===== src/rtl/draw_pkg.sv =====
// Shared types and constants for the frame draw sequencer: FSM states,
// slot numbering, screen defaults and the per-slot history entry.
package draw_pkg;

    localparam int         DEFAULT_NUM_SLOTS = 6;
    localparam int         DEFAULT_SCREEN_W  = 160;
    localparam int         DEFAULT_SCREEN_H  = 120;
    localparam logic [2:0] DEFAULT_BG_COLOUR = 3'b000;

    localparam logic [3:0] SLOT_PLAYER = 4'd1;
    localparam logic [3:0] SLOT_ENEMY1 = 4'd2;
    localparam logic [3:0] SLOT_ENEMY2 = 4'd3;
    localparam logic [3:0] SLOT_ENEMY3 = 4'd4;
    localparam logic [3:0] SLOT_ENEMY4 = 4'd5;
    localparam logic [3:0] SLOT_BULLET = 4'd6;

    typedef enum logic [2:0] {
        IDLE, E_LOAD, E_PIX, UPDATE, SETTLE, D_LOAD, D_PIX, DONE
    } seq_state_t;

    typedef struct packed {
        logic [7:0] x;
        logic [6:0] y;
        logic [4:0] w;
        logic [4:0] h;
    } hist_entry_t;

    function automatic logic isEmpty(input hist_entry_t e);
        return (e.w == 5'd0) || (e.h == 5'd0);
    endfunction

endpackage


===== src/rtl/draw_sequencer_rect_scan.sv =====
// Raster counter for one rectangle: px runs fastest, py steps at each row end.
// Shared by the erase and redraw phases of draw_sequencer.
module rect_scan (
    input  logic       clk,
    input  logic       resetn,
    input  logic       start,
    input  logic       step,
    input  logic [4:0] width,
    input  logic [4:0] height,
    output logic [4:0] px,
    output logic [4:0] py,
    output logic       last
);

    logic lastCol;

    assign lastCol = (px == width - 5'd1);
    assign last    = lastCol && (py == height - 5'd1);

    // NOTE: state registers use non-blocking assignments so every flop
    // samples the pre-edge values and simulation matches the synthesised logic.
    always_ff @(posedge clk or negedge resetn) begin
        if (!resetn) begin
            px <= '0;
            py <= '0;
        end else if (start) begin
            px <= '0;
            py <= '0;
        end else if (step) begin
            if (lastCol) begin
                px <= '0;
                py <= py + 5'd1;
            end else begin
                px <= px + 5'd1;
            end
        end
    end

endmodule


===== src/rtl/draw_sequencer.sv =====
// Per-frame erase / update / redraw controller: walks every object slot,
// rasterises its rectangle into single-pixel VGA writes and keeps a history.
module draw_sequencer
    import draw_pkg::*;
#(
    parameter int         NUM_SLOTS = DEFAULT_NUM_SLOTS,
    parameter int         SCREEN_W  = DEFAULT_SCREEN_W,
    parameter int         SCREEN_H  = DEFAULT_SCREEN_H,
    parameter logic [2:0] BG_COLOUR = DEFAULT_BG_COLOUR
) (
    input  logic       clk,
    input  logic       resetn,
    input  logic       frame_tick,
    input  logic [7:0] drawX,
    input  logic [6:0] drawY,
    input  logic [4:0] drawWidth,
    input  logic [4:0] drawHeight,
    input  logic [2:0] drawColour,
    output logic [3:0] control_signal,
    output logic [7:0] vga_x,
    output logic [6:0] vga_y,
    output logic [2:0] vga_colour,
    output logic       plot,
    output logic       update_pulse,
    output logic       busy,
    output logic       frame_done,
    output logic       overrun
);

    localparam int IDX_W = $clog2(NUM_SLOTS);

    seq_state_t  state, stateNext;
    logic [3:0]  slot, slotNext;
    logic [IDX_W-1:0] slotIdx;
    logic        lastSlot;

    hist_entry_t history [NUM_SLOTS];
    hist_entry_t histEntry, drawEntry, work;
    logic [2:0]  workColour;

    logic [4:0]  px, py;
    logic        scanLast, scanning;
    logic [8:0]  xSum;
    logic [7:0]  ySum;
    logic        inScreen;

    assign slotIdx   = IDX_W'(slot - 4'd1);
    assign lastSlot  = (slot == 4'(NUM_SLOTS));
    assign histEntry = history[slotIdx];
    assign drawEntry = '{x: drawX, y: drawY, w: drawWidth, h: drawHeight};

    rect_scan u_scan (
        .clk    (clk),
        .resetn (resetn),
        .start  ((state == E_LOAD) || (state == D_LOAD)),
        .step   (scanning),
        .width  (work.w),
        .height (work.h),
        .px     (px),
        .py     (py),
        .last   (scanLast)
    );

    always_ff @(posedge clk or negedge resetn) begin
        if (!resetn) begin
            state <= IDLE;
            slot  <= '0;
        end else begin
            state <= stateNext;
            slot  <= slotNext;
        end
    end

    // NOTE: every output of this block gets a default first, so no path
    // through the case can leave a signal unassigned and infer a latch.
    always_comb begin
        stateNext      = state;
        slotNext       = slot;
        control_signal = '0;
        update_pulse   = 1'b0;
        frame_done     = 1'b0;
        busy           = (state != IDLE);
        overrun        = frame_tick && (state != IDLE);
        unique case (state)
            IDLE: begin
                if (frame_tick) begin
                    stateNext = E_LOAD;
                    slotNext  = 4'd1;
                end
            end
            E_LOAD: begin
                control_signal = slot;
                if (!isEmpty(histEntry))  stateNext = E_PIX;
                else if (lastSlot)        stateNext = UPDATE;
                else                      slotNext  = slot + 4'd1;
            end
            E_PIX: begin
                control_signal = slot;
                if (scanLast) begin
                    if (lastSlot) begin
                        stateNext = UPDATE;
                    end else begin
                        stateNext = E_LOAD;
                        slotNext  = slot + 4'd1;
                    end
                end
            end
            UPDATE: begin
                update_pulse = 1'b1;
                stateNext    = SETTLE;
            end
            SETTLE: begin
                stateNext = D_LOAD;
                slotNext  = 4'd1;
            end
            D_LOAD: begin
                control_signal = slot;
                if (!isEmpty(drawEntry))  stateNext = D_PIX;
                else if (lastSlot)        stateNext = DONE;
                else                      slotNext  = slot + 4'd1;
            end
            D_PIX: begin
                control_signal = slot;
                if (scanLast) begin
                    if (lastSlot) begin
                        stateNext = DONE;
                    end else begin
                        stateNext = D_LOAD;
                        slotNext  = slot + 4'd1;
                    end
                end
            end
            DONE: begin
                frame_done = 1'b1;
                stateNext  = IDLE;
                slotNext   = '0;
            end
        endcase
    end

    // NOTE: the history is a handful of flops and must read as empty after
    // reset so the first erase is a no-op, hence it is reset explicitly.
    always_ff @(posedge clk or negedge resetn) begin
        if (!resetn) begin
            work       <= '0;
            workColour <= '0;
            for (int i = 0; i < NUM_SLOTS; i++) history[i] <= '0;
        end else if (state == E_LOAD) begin
            work <= histEntry;
        end else if (state == D_LOAD) begin
            work             <= drawEntry;
            workColour       <= drawColour;
            history[slotIdx] <= drawEntry;
        end
    end

    // Widened sums so off-screen pixels are detected rather than wrapped.
    assign scanning = (state == E_PIX) || (state == D_PIX);
    assign xSum     = {1'b0, work.x} + 9'(px);
    assign ySum     = {1'b0, work.y} + 8'(py);
    assign inScreen = (xSum < 9'(SCREEN_W)) && (ySum < 8'(SCREEN_H));

    always_ff @(posedge clk or negedge resetn) begin
        if (!resetn) begin
            vga_x      <= '0;
            vga_y      <= '0;
            vga_colour <= '0;
            plot       <= 1'b0;
        end else begin
            plot <= scanning && inScreen;
            if (scanning) begin
                vga_x      <= xSum[7:0];
                vga_y      <= ySum[6:0];
                vga_colour <= (state == E_PIX) ? BG_COLOUR : workColour;
            end
        end
    end

endmodule


===== config.mk =====
export PLATFORM = sky130hd
export DESIGN_NAME = draw_sequencer
export DESIGN_NICKNAME = d
export VERILOG_FILES = /design/src/rtl/draw_pkg.sv /design/src/rtl/draw_sequencer_rect_scan.sv /design/src/rtl/draw_sequencer.sv
export SDC_FILE = /design/constraint.sdc
export NUM_CORES = 1
export LEC_CHECK = 0
export ABC_AREA = 0
export BUFFER_PORTS_ARGS = -buffer_cell sky130_fd_sc_hd__buf_2
export CORE_MARGIN = 3
export CORE_UTILIZATION = 55
export DETAILED_ROUTE_END_ITERATION = 7
export PLACE_DENSITY = 0.76
export RECOVER_POWER = 50
export SYNTH_ARGS = -nofsm -noshare
export SYNTH_HDL_FRONTEND = slang
export SYNTH_SLANG_ARGS = --single-unit

===== constraint.sdc =====
create_clock -name clk -period 4 [get_ports clk]
set_input_delay 0.4 -clock clk [delete_from_list [all_inputs] [get_ports clk]]
set_output_delay 0.4 -clock clk [all_outputs]
set_load 0.01 [all_outputs]

==> results of run 1 <==
-- power by group --
| group | total [mW] | leakage (nW) | switching [mW] | internal (mW) |
|---|---|---|---|---|
| clock | 1.97 | 0.344 | 0.819 | 1.15 |
| combinational | 0.157 | 2.65 | 0.0874 | 0.0693 |
| sequential | 2.24 | 2.56 | 0.0257 | 2.22 |
-- worst reg2reg max path: cells and delay by family (launching register included) --
| kind | cells | cell delay, ns |
|---|---|---|
| AOI/OAI and AO/OA | 4 | 0.76 |
| xor gates and xnor gates | 1 | 0.55 |
| buffers and inverters | 2 | 0.54 |
| muxes | 2 | 0.48 |
| DFF | 1 | 0.40 |
| adders and majority gates | 1 | 0.36 |
| and+or+nand+nor | 1 | 0.14 |
-- state kept, by name, summed over array words and instances (netlist names) --
name,flops
history,150
workColour,3
slot,4
work,25
vga_colour,3
u_scan.py,5
state,3
vga_x,8
plot,1
u_scan.px,5
vga_y,7
-- metrics by stage --
| stage | cell area [sq um] | util, % |
|---|---|---|
| after floorplan | 10500 | - |
| after global placement | 11100 | 58.9 |
| after detailed placement | 11100 | 58.9 |
| after CTS | 11700 | 62.6 |
| after global routing | 11700 | 62.5 |
| final | 11700 | 62.5 |
-- cell families (layout without fill, tap and decap cells) --
| family | after synthesis | in the layout | synth area share, % |
|---|---|---|---|
| AOI/OAI and AO/OA | 112 | 112 | 6.23 |
| xor gates and xnor gates | 29 | 29 | 2.48 |
| adders and majority gates | 19 | 19 | 2.40 |
| buffers and inverters | 72 | 138 | 3.49 |
| DFF | 214 | 214 | 50.8 |
| muxes | 223 | 223 | 25.9 |
| other | 0 | 1 | 0 |
| and+or+nand+nor | 201 | 201 | 8.70 |
-- synth_stat cells, types with 3 or more instances --
| library cell | n |
|---|---|
| dfrtp_1 | 214 |
| mux2_2 | 153 |
| nand2_1 | 102 |
| mux2i_1 | 45 |
| a21oi_1 | 36 |
| nor2_1 | 36 |
| o21ai_0 | 34 |
| mux4_2 | 25 |
| inv_1 | 22 |
| clkbuf_1 | 21 |
| ha_1 | 17 |
| xor2_1 | 15 |
| o21ai_1 | 14 |
| nor3_1 | 13 |
| xnor2_1 | 13 |
| buf_2 | 12 |
| buf_6 | 10 |
| nand4_1 | 9 |
| nand3_1 | 8 |
| a21o_1 | 7 |
| nor2b_1 | 6 |
| buf_1 | 5 |
| nand2b_1 | 5 |
| and2_1 | 4 |
| a211oi_1 | 3 |
| nand3b_1 | 3 |
| or4_1 | 3 |
-- worst paths after layout --
check,start,to,cells past startpoint
max in group asynchronous,resetn,history[108],2
hold / removal,drawColour[2],workColour[2],2
hold reg to reg,vga_colour[2],vga_colour[2],2
min in group asynchronous,resetn,vga_x[7],1
setup / recovery,slot[0],slot[3],11
setup reg to reg,slot[0],slot[3],11
-- per-layer routing --
metal / up-vias / part of all wire [%]
met4: 2 / 1.7
met5: - / 0.058
met3: 33 / 4.5
li1: 3196 / -
met2: 158 / 50
met1: 3521 / 44
-- layout make-up --
cell class,instances,share of cell area [%]
clock buffer,35,5.72
timing repair buffer,77,3.65
tap,234,2.50
clock inverter,4,0.203
inverter,22,0.705
antenna,1,0.0213
multi-input combinational,584,41.5
sequential,214,45.7
==> impl_results.md, run 1 <==
- Global Route met2 Usage: 37.0%
- Placed Cells incl. Taps: 1131
- Fin Hold WS: 0.132 ns
- Most frequent cells in the layout: dfrtp_1 (212), mux2_2 (153), nand2_1 (102)
- Tmin final: 3.30 ns
- Synthesized Nets: 920
- # IOs: 58
- Placeable Area: 18800 sq um
- Final Net Count: 972
- GRT busiest layer: met2
- ANT nets after route: 0
- Vias: 6910
- Hold WC Path Type: primary input to register
- Mapped Area: 10500 sq um
- Fraction of layout cells with a size suffix above 1: 30.7%
- Root buf cell: clkbuf_16
- CP Cell Sequence: inv_1, ha_1, xor2_4, buf_4, mux4_2, a21oi_1, nand3_1, o22ai_2, mux2i_1, a21oi_1, a2bb2oi_1
- RD Place Congestion: 0.797
- Post-DR vias/cell: 5.90
- Run status: complete, but fails checks
- Clock Latency Late Sink: 0.51 ns
- Starting density of the core: 56.2%
- Grt total ovfl: 0
- Crit-path slowest cell: xor2_4
- Mapped Avg Cell Area: 12.1 sq um
- Crit path largest cell delay: 0.55 ns
- Num CTS Buffers: 23
- Distinct cells, synth: 52
- Top_reg_cell synth: dfrtp_1
- Fin. Hold Viols: 0
- Crit-path max FO: 21
- CTS Sinks: 214
- Chip Width: 144 um
- Skew final: 0.0165 ns
- Routed len/inst: 19.2 um
- # Post-CTS Setup Buffers: 0
- Slew Limit Fails: 113
- Crit path buf inv count: 2
- Sequential Area: 5360 sq um
- DR iter-0 viols: 445
- Crit start category: register
- Clock Path Buffers: 3
- Post-CTS sizing: 0
- Post-synth ARST share: 100%
- Overall global routing resource usage: 22.0%
- Cell mode on critical path: a21oi_1
- Leak: 5.56 nW
- Hold buffers post-CTS: 0
- Final Total Pwr: 4.37 mW
- Area Growth Syn to Fin: 11.1%
- Core Rows: 50
- Multi-input logic area: 4860 sq um
- VDD IR max: 0.000282 V
- Critical Path AT: 3.73 ns
- Final wirelength: 22.4 mm
- Pin slew with the least headroom to its limit: 2.80 ns
- CP delay by family, top: compound AO/OA/AOI/OAI gates
- Die area: 20900 sq um
- Failing checks: capacitance limit, slew limit
- Final setup margin: 0.698 ns
- CP Class: register to register
- Unrepaired setup endpoints after global routing: false
- Commonest non-fill, non-tap cell in the layout: dfrtp_1
- Post-synthesis sequential area ratio: 50.8%
- Top-area cell type share of the netlist area: 50.8%
- Period Utilization, post-route: 82.5%
- Fin cells: 1171
- Die span in y: 144 um
- Remaining DRCs: 0
- Port bufs: 57
- Crit. End Element: register
- Largest net degree at the start of global routing: 114
- Fillers: 1466
- Max cap viols: 1
- Cell accounting for the most synthesized area: dfrtp_1
- Pwr Density: 373 nW/um^2
- TNS Setup: 0 ns
- H-tree levels: 1
- Pre-CTS setup slack: 0.728 ns
- First-pass GRT wire length: 36.4 mm
- Crit path required time: 4.43 ns
- Worst slew margin: -86.6%
- GR met1 Demand/Resource: 29.9%
- Met3 usage: 3.27%
- Synth top area cells: dfrtp_1 (51%), mux2_2 (16%), mux4_2 (5.3%)
- Register bit total from synthesis: 214
- Antenna violations before repair: 2
- Highest Clock Rate: 303 MHz
- Synth Instances: 870
- Final setup vio count: 0
- DR pass1 iterations: 5
- Synth warn: 0
- CTS clk-pin slew, worst paths: 0.06 ns
- Worst R2R Setup Slack: 0.70 ns
- CTS tree: done
- Number of global-route vias before repair: 6932
- EDFF count, synth: 0
- Hpwl dp: 14.6 mm
No activity file was read; power rests on OpenSTA's default activity.
==> run 2: changes to the inputs <==
clock period = 3.4 ns   (was 4 ns; I/O delays follow)
==> run 2 against run 1 <==
The flow still finishes with violations (capacitance limit, slew limit). Utilization rose by 0.59 points. Combinational power up 18%. Clock power up 24%. Maximum frequency is 7.6% higher.
==> impl_results.md, run 2 (synthesized netlist as in run 1, its figures left out) <==
- Run status: complete, but fails checks
- Failing checks: capacitance limit, slew limit
- Largest registers: history x150, work x25, vga_x x8
- Crit-path slowest cell: dfrtp_2
- Die span in y: 144 um (unchanged)
- Area Growth Syn to Fin: 12.2%
- Leak: 5.62 nW (+1.2%)
- Routed len/inst: 19.1 um (-0.40%)
- Period Utilization, post-route: 90.3% (+7.7 points)
- Slew Limit Fails: 68 (-40%)
- Cell internal pwr: 4.14 mW (+21%)
- First-pass GRT wire length: 36.2 mm (-0.53%)
- CTS Sinks: 214 (unchanged)
- DP Area: 11100 sq um (+0.57%)
- VDD IR max: 0.000297 V (+5.4%)
- DR iter-0 viols: 392 (-12%)
- Final Util: 63.0% (+0.59 points)
- CTS tree: done
- Hold WC Path Type: primary input to register
- Clock Path Buffers: 3 (unchanged)
- Cell mode on critical path: a21oi_1
- Final Net Count: 973 (+0.10%)
- Starting density of the core: 56.2% (unchanged)
- Crit. End Element: register
- CP Cell Sequence: inv_1, ha_1, xor2_4, buf_12, mux4_2, a21oi_1, nand3_1, o22ai_2, mux2i_1, a21oi_1, a2bb2oi_1
- Seq pwr share: 50.1% (-1.3 points)
- Pin slew with the least headroom to its limit: 1.66 ns (-1.14 ns)
- DR pass1 iterations: 4 (-1)
- Combinational share of power: 3.5% (about the same)
- Most frequent cells in the layout: dfrtp_1 (212), mux2_2 (153), nand2_1 (102)
- CP delay by family, top: compound AO/OA/AOI/OAI gates
- Grt total ovfl: 0 (unchanged)
- Crit-path max FO: 52 (+150%)
- Post-CTS sizing: 0 (unchanged)
- Commonest non-fill, non-tap cell in the layout: dfrtp_1
- Most flop-heavy register: history
- Final wirelength: 22.3 mm (-0.40%)
- Design area: 11800 sq um (+0.95%)
- Num CTS Buffers: 23 (unchanged)
- Unrepaired setup endpoints after global routing: false
- H-tree levels: 1 (unchanged)
- Multi-input logic area: 4860 sq um (unchanged)
- Chip Width: 144 um (unchanged)
- Skew final: 0.0137 ns (-0.00285 ns)
- Max reg flops: 150 (unchanged)
- Max cap viols: 1 (unchanged)
- Clock share of power: 46.4% (+1.4 points)
- Sequential Area: 5360 sq um (unchanged)
- Remaining DRCs: 0 (unchanged)
- Post-DR vias/cell: 5.79 (-1.9%)
- Worst slew margin: -10.3% (+76 points)
- Placed Cells incl. Taps: 1131 (unchanged)
- CTS clk-pin slew, worst paths: 0.06 ns (about the same)
- # Post-CTS Setup Buffers: 0 (unchanged)
- Antenna violations before repair: 2 (unchanged)
- Critical Path AT: 3.50 ns (-0.23 ns)
- Vias: 6778 (-1.9%)
- Crit path largest cell delay: 0.39 ns (-0.16 ns)
- Highest Clock Rate: 326 MHz (+7.6%)
- Fraction of layout cells with a size suffix above 1: 31.6% (+0.93 points)
- Core Rows: 50 (unchanged)
- Crit path required time: 3.83 ns (-0.60 ns)
- RD Place Congestion: 0.824 (+3.3%)
- Hold buffers post-CTS: 1 (+1)
- Fin Hold WS: 0.0658 ns (-0.0663 ns)
- Pwr Density: 446 nW/um^2 (+20%)
- Placeable Area: 18800 sq um (unchanged)
- TNS Setup: 0 ns (unchanged)
- Overall global routing resource usage: 21.9% (-0.12 points)
- Port bufs: 57 (unchanged)
- Antenna Cells: 0 (-1)
- Final Total Pwr: 5.27 mW (+21%)
- Fin. Hold Viols: 0 (unchanged)
- Die area: 20900 sq um (unchanged)
- ANT nets after route: 0 (unchanged)
- Final setup vio count: 0 (unchanged)
- Crit start category: register
- Crit path buf inv count: 2 (unchanged)
- Hpwl dp: 14.2 mm (-2.6%)
- # IOs: 58 (unchanged)
- Sw Pwr: 1.13 mW (+22%)
- Net Sw Frac: 21.5% (+0.13 points)
- Pre-CTS setup slack: 0.418 ns (-0.310 ns)
- Tmin final: 3.07 ns (-0.232 ns)
- Fin cells: 1171 (unchanged)
- Final setup margin: 0.330 ns (-0.368 ns)
- Clock Latency Late Sink: 0.52 ns (about the same)
- Number of global-route vias before repair: 6902 (-0.43%)
- CP Class: register to register
- Largest net degree at the start of global routing: 71 (-38%)
- Root buf cell: clkbuf_16
- Fillers: 1425 (-2.8%)
run 2: cell types whose count changed in the layout (fill, tap and decap cells not counted), sizes merged:
cell / delta
diode: -1
inv: +1
dlygate4sd3: +1
clkbuf: -1
run 2: worst paths after layout:
path | from | end | slack, ns | depth (start not counted)
max | slot[0] | slot[3] | 0.33 | 11
min | drawColour[0] | workColour[0] | 0.07 | 2
max reg2reg | slot[0] | slot[3] | 0.33 | 11
min reg2reg | vga_colour[2] | vga_colour[2] | 0.46 | 2
max in group asynchronous | resetn | history[54] | 0.78 | 3
min in group asynchronous | resetn | plot | 0.79 | 2
run 2: final cells by class:
class                           count  area share, %
Timing Repair Buffer               78           4.11
Clock buffer                       34           6.06
Clock inverter                      5          0.275
Inverter                           22          0.698
Multi-Input combinational cell    584           41.1
Tap cell                          234           2.47
Sequential cell                   214           45.3
run 2: layer usage:
layer  track usage (%)  part of all wire, %  up-vias  wire length [um]
met5                 0                0.094        -                21
met4              5.69                  1.7        4               376
met3              3.21                  4.7       36              1050
met2              35.7                   49      135             10900
met1              31.0                   45     3402             10000
li1                  -                    -     3201                 -
run 2: worst register-to-register path, delay by kind of cell (launching register included):
kind | cells | cell delay, ns
DFF | 1 | 0.39
muxes | 2 | 0.56
AOI/OAI and AO/OA | 4 | 0.86
xor gates and xnor gates | 1 | 0.19
and+or+nand+nor | 1 | 0.13
adders and majority gates | 1 | 0.36
buffers and inverters | 2 | 0.50
run 2: power groups by stage:
stage / logic, mW / clock network, mW / registers [mW]
6_report: 0.185 / 2.45 / 2.64
5_1_grt: 0.209 / 2.61 / 2.64
4_1_cts: 0.194 / 2.50 / 2.64
3_5_place_dp: 0.191 / 0 / 2.69
3_3_place_gp: 0.186 / 0 / 2.68
2_1_floorplan: 0.0793 / 0 / 2.68
